### config.mk
export PLATFORM = sky130hd
export DESIGN_NAME = stream_accum
export DESIGN_NICKNAME = d
export VERILOG_FILES = /design/src/rtl/sort_stream_checker_stream_accum.sv
export SDC_FILE = /design/constraint.sdc
export NUM_CORES = 1
export LEC_CHECK = 0
export CORE_MARGIN = 4
export CORE_UTILIZATION = 47
export DETAILED_ROUTE_END_ITERATION = 12
export GPL_TIMING_DRIVEN = 0
export PLACE_DENSITY_LB_ADDON = 0.3
export SKIP_LAST_GASP = 1
export SYNTH_ARGS = -nofsm -noshare
export SYNTH_HDL_FRONTEND = slang
export SYNTH_SLANG_ARGS = --single-unit
### constraint.sdc
create_clock -name clk -period 2.9 [get_ports clk]
set_input_delay 0.435 -clock clk [delete_from_list [all_inputs] [get_ports clk]]
set_output_delay 0.435 -clock clk [all_outputs]
set_load 0.02 [all_outputs]
### src/rtl/sort_stream_checker_stream_accum.sv
// Stream accumulator: saturating beat count, wrapping sum and XOR of data.
//   clk, rst_n   clock, async active-low reset
//   clr          restart accumulation (applied before en, so clr&en
//                leaves exactly the current beat accumulated)
//   en           accumulate data this cycle
//   data         beat value
//   count        registered beat count
//   count_nxt    value count takes at the next edge
//   sum_nxt      value the sum register takes at the next edge
//   xr_nxt       value the XOR register takes at the next edge
module stream_accum #(
  parameter int WIDTH = 8,
  parameter int CNT_W = 6,
  parameter int SUM_W = 13
) (
  input  logic             clk,
  input  logic             rst_n,
  input  logic             clr,
  input  logic             en,
  input  logic [WIDTH-1:0] data,
  output logic [CNT_W-1:0] count,
  output logic [CNT_W-1:0] count_nxt,
  output logic [SUM_W-1:0] sum_nxt,
  output logic [WIDTH-1:0] xr_nxt
);
  localparam logic [CNT_W-1:0] CNT_MAX = '1;

  logic [SUM_W-1:0] sum_q;
  logic [WIDTH-1:0] xr_q;

  always_comb begin
    count_nxt = clr ? '0 : count;
    sum_nxt   = clr ? '0 : sum_q;
    xr_nxt    = clr ? '0 : xr_q;
    if (en) begin
      if (count_nxt != CNT_MAX) count_nxt = count_nxt + CNT_W'(1);
      sum_nxt = sum_nxt + SUM_W'(data);
      xr_nxt  = xr_nxt ^ data;
    end
  end

  always_ff @(posedge clk or negedge rst_n) begin
    if (!rst_n) begin
      count <= '0;
      sum_q <= '0;
      xr_q  <= '0;
    end else begin
      count <= count_nxt;
      sum_q <= sum_nxt;
      xr_q  <= xr_nxt;
    end
  end
endmodule

==> out/metrics.cfg <==
[grt]
grt_use_total_pct = 19.4
grt_remaining_overflow = 0
grt_pass1_wl_mm = 6.66
grt_pass1_vias = 1472
antenna_found_initial = 0
grt_start_max_net_pins = 28

[sta]
hold_viol = 0
slew_viol_final = 0
skew_ns = 0.0108
setup_tns_ns = -0.104
layout_min_cycle_time_ns = 2.96
worst_pin_slew_ns = 0.624
setup_ws_ns = -0.0552
fmax_ghz = 0.338
setup_viol = 2
whs_ns = 0.0872
rsz0062_at_grt = true
maxSlewHeadroom_pct = 58.4
finalCritPeriodShare_pct = 102

[setup_path]
cp.required_ns = 2.47
crit_path_end_kind = output port
r2r_slack_ns = 0.79
ff2ff_path_depth = 8
crit_path_max_fanout = 3
r2r_start = sum_q[0]$_DFF_PN0_
crit_arrival_ns = 2.52
start_kind = flip-flop
crit_type = flip-flop to output port
rr_endpoint = sum_q[6]$_DFF_PN0_

[synthesis]
synth.area.top_cells = dfrtp_1 42%, xnor2_1 8.7%, ha_1 7.0%
synthCells = 156
syn_nets = 178
synth_seq_cells = 27
ys_warn_count = 0
synth_cell_types = 34
netlist_area_um2 = 1610
yosysTopAreaCell = dfrtp_1
avgSynthCellArea_um2 = 10.3
synth_top_area_share_pct = 42.1
synth.yosys.seq_area_share_pct = 42.1

[floorplanning]
dieArea_um2 = 4410
fp.dieW_um = 66.4
fp.dieH_um = 66.4
rows = 20
core_um2 = 3150
ios = 45
start_util_pct = 50.9

[route]
avgRoutedWirePerCell_um = 15.6
wl_mm = 3.92
drtIter0Drc = 52
dr_total_vias = 1339
dr.pass1.iters = 4
viasPerCell = 5.33
ant_nets = 0
route.detailed.drc = 0

[clocking]
cts-root-buf = clkbuf_4
clock-sinks = 27
htreeDepth = 1
clock_latency_ns = 0.34
cts_tree = built
path_clk_slew_ns = 0.15
clock_path_buffers = 2
cts_made_buffers = 3

[run]
max_cap_violations = 0

[final_layout]
area_growth_pct = 37.5
num-nets-final = 230
diodes = 0
nFillCells = 258
drive_above_1_share_pct = 22.7
seq_area_um2 = 676
multiInputGateArea_um2 = 991

[place]
place_congestion = 0.806
dp_slack_ns = -1.26
portBuffers = 44
detailedPlacementHpwl_mm = 2.85

[power_and_ir_drop]
power.total_mw = 1.08
cellPowerDensity_nw_per_um2 = 491
p_leak_nw = 1.07
ir_drop_uv = 256

[run_status]
status = complete, but fails checks
failed_checks = negative setup slack

[min_path]
hold_class = input pin to asynchronous set/reset pin

cells in the mapped netlist, drive strengths merged:
master / count
dfrtp: 27
nand3: 4
o211ai: 4
o31ai: 1
xnor2: 16
nor2: 7
mux2: 10
nor3: 2
or2: 1
and2b: 7
a21oi: 7
nand2b: 2
a211oi: 3
fa: 1
ha: 9
or3: 1
and3: 1
a21o: 4
nand2: 16
xor2: 3
nor2b: 13
o21a: 1
buf: 2
o21bai: 1
o21ai: 6
clkbuf: 2
inv: 3
nand4: 2
state kept, by name, summed over array words and instances (netlist names):
name,cells
count,6
sum_q,13
xr_q,8
critical path, cell delays in order (launching register included):
cell and delay [ns]:
dfrtp_1 0.38, and2b_1 0.19, ha_4 0.19, fa_2 0.38, a211oi_2 0.22, o21ai_2 0.12, o21ai_2 0.17, buf_4 0.13
o211ai_1 0.09, o31ai_1 0.09, buf_2 0.23
cells in the final DEF, fill, tap and decap left out, types with 6 or more instances in the layout:
cell and n:
dfrtp_1 27, clkdlybuf4s50_1 19, nand2_1 16, xnor2_1 16
nor2b_1 12, dlygate4sd2_1 10, mux2_2 8, and2b_1 7
buf_2 6, nor2_1 6, a21oi_1 6
through the flow:
step	cell area (um^2)	cells	util, %
3_5_place_dp	2100	244	66.6
2_1_floorplan	1610	156	-
3_3_place_gp	2100	244	66.6
6_report	2210	251	70.0
5_1_grt	2210	251	70.0
4_1_cts	2160	248	68.6
kinds of logic after synthesis:
family / synth area share (%)
AOI/OAI and AO/OA: 10.8
and+or+nand+nor: 19.3
buffers and inverters: 1.71
DFF: 42.1
adders and majority gates: 8.26
muxes: 7.48
xor gates and xnor gates: 10.4
routing by layer:
layer | up-vias | share of wire [%] | global-route usage, %
li1 | 633 | - | -
met1 | 660 | 41 | 22.5
met2 | 37 | 54 | 36.1
met3 | 9 | 3.6 | 2.72
met4 | 0 | 1.5 | 6.35
met5 | - | 0 | 0
area by class of cell:
| cell class | instances | area share [%] |
|---|---|---|
| multi-input combinational | 122 | 44.9 |
| sequential | 27 | 30.6 |
| timing repair buffer | 47 | 18.9 |
| tap | 44 | 2.49 |
| buffer | 4 | 1.36 |
| clock buffer | 4 | 1.19 |
| inverter | 3 | 0.510 |
report_power, final:
part           switching [mW]  leakage, nW  total [mW]  internal (mW)
clock                   0.117       0.0150       0.171         0.0541
sequential             0.0147        0.349       0.440          0.425
combinational           0.254        0.704       0.473          0.219
total                   0.386         1.07        1.08          0.698
worst max path at each step:
stage                       start           to  slack [ns]  depth (start not counted)
3_5_place_dp                  clr   sum_nxt[8]       -1.26                         10
5_1_grt        sum_q[0]$_DFF_PN0_  sum_nxt[12]       -0.18                         10
2_1_floorplan                 clr   sum_nxt[8]        0.13                          8
3_3_place_gp                  clr   sum_nxt[8]       -1.20                         10
6_report       sum_q[0]$_DFF_PN0_  sum_nxt[12]       -0.06                         10
4_1_cts                   data[0]   sum_nxt[8]       -0.05                          9
repair_timing:
item,CTS,global route
gates resized for setup,56,18
gates cloned,0,0
setup endpoints to repair,25,17
pin swaps,1,7
setup buffers,0,3
hold buffers,0,0
hold endpoints to repair,0,0
(Power assumes the default switching activity.)
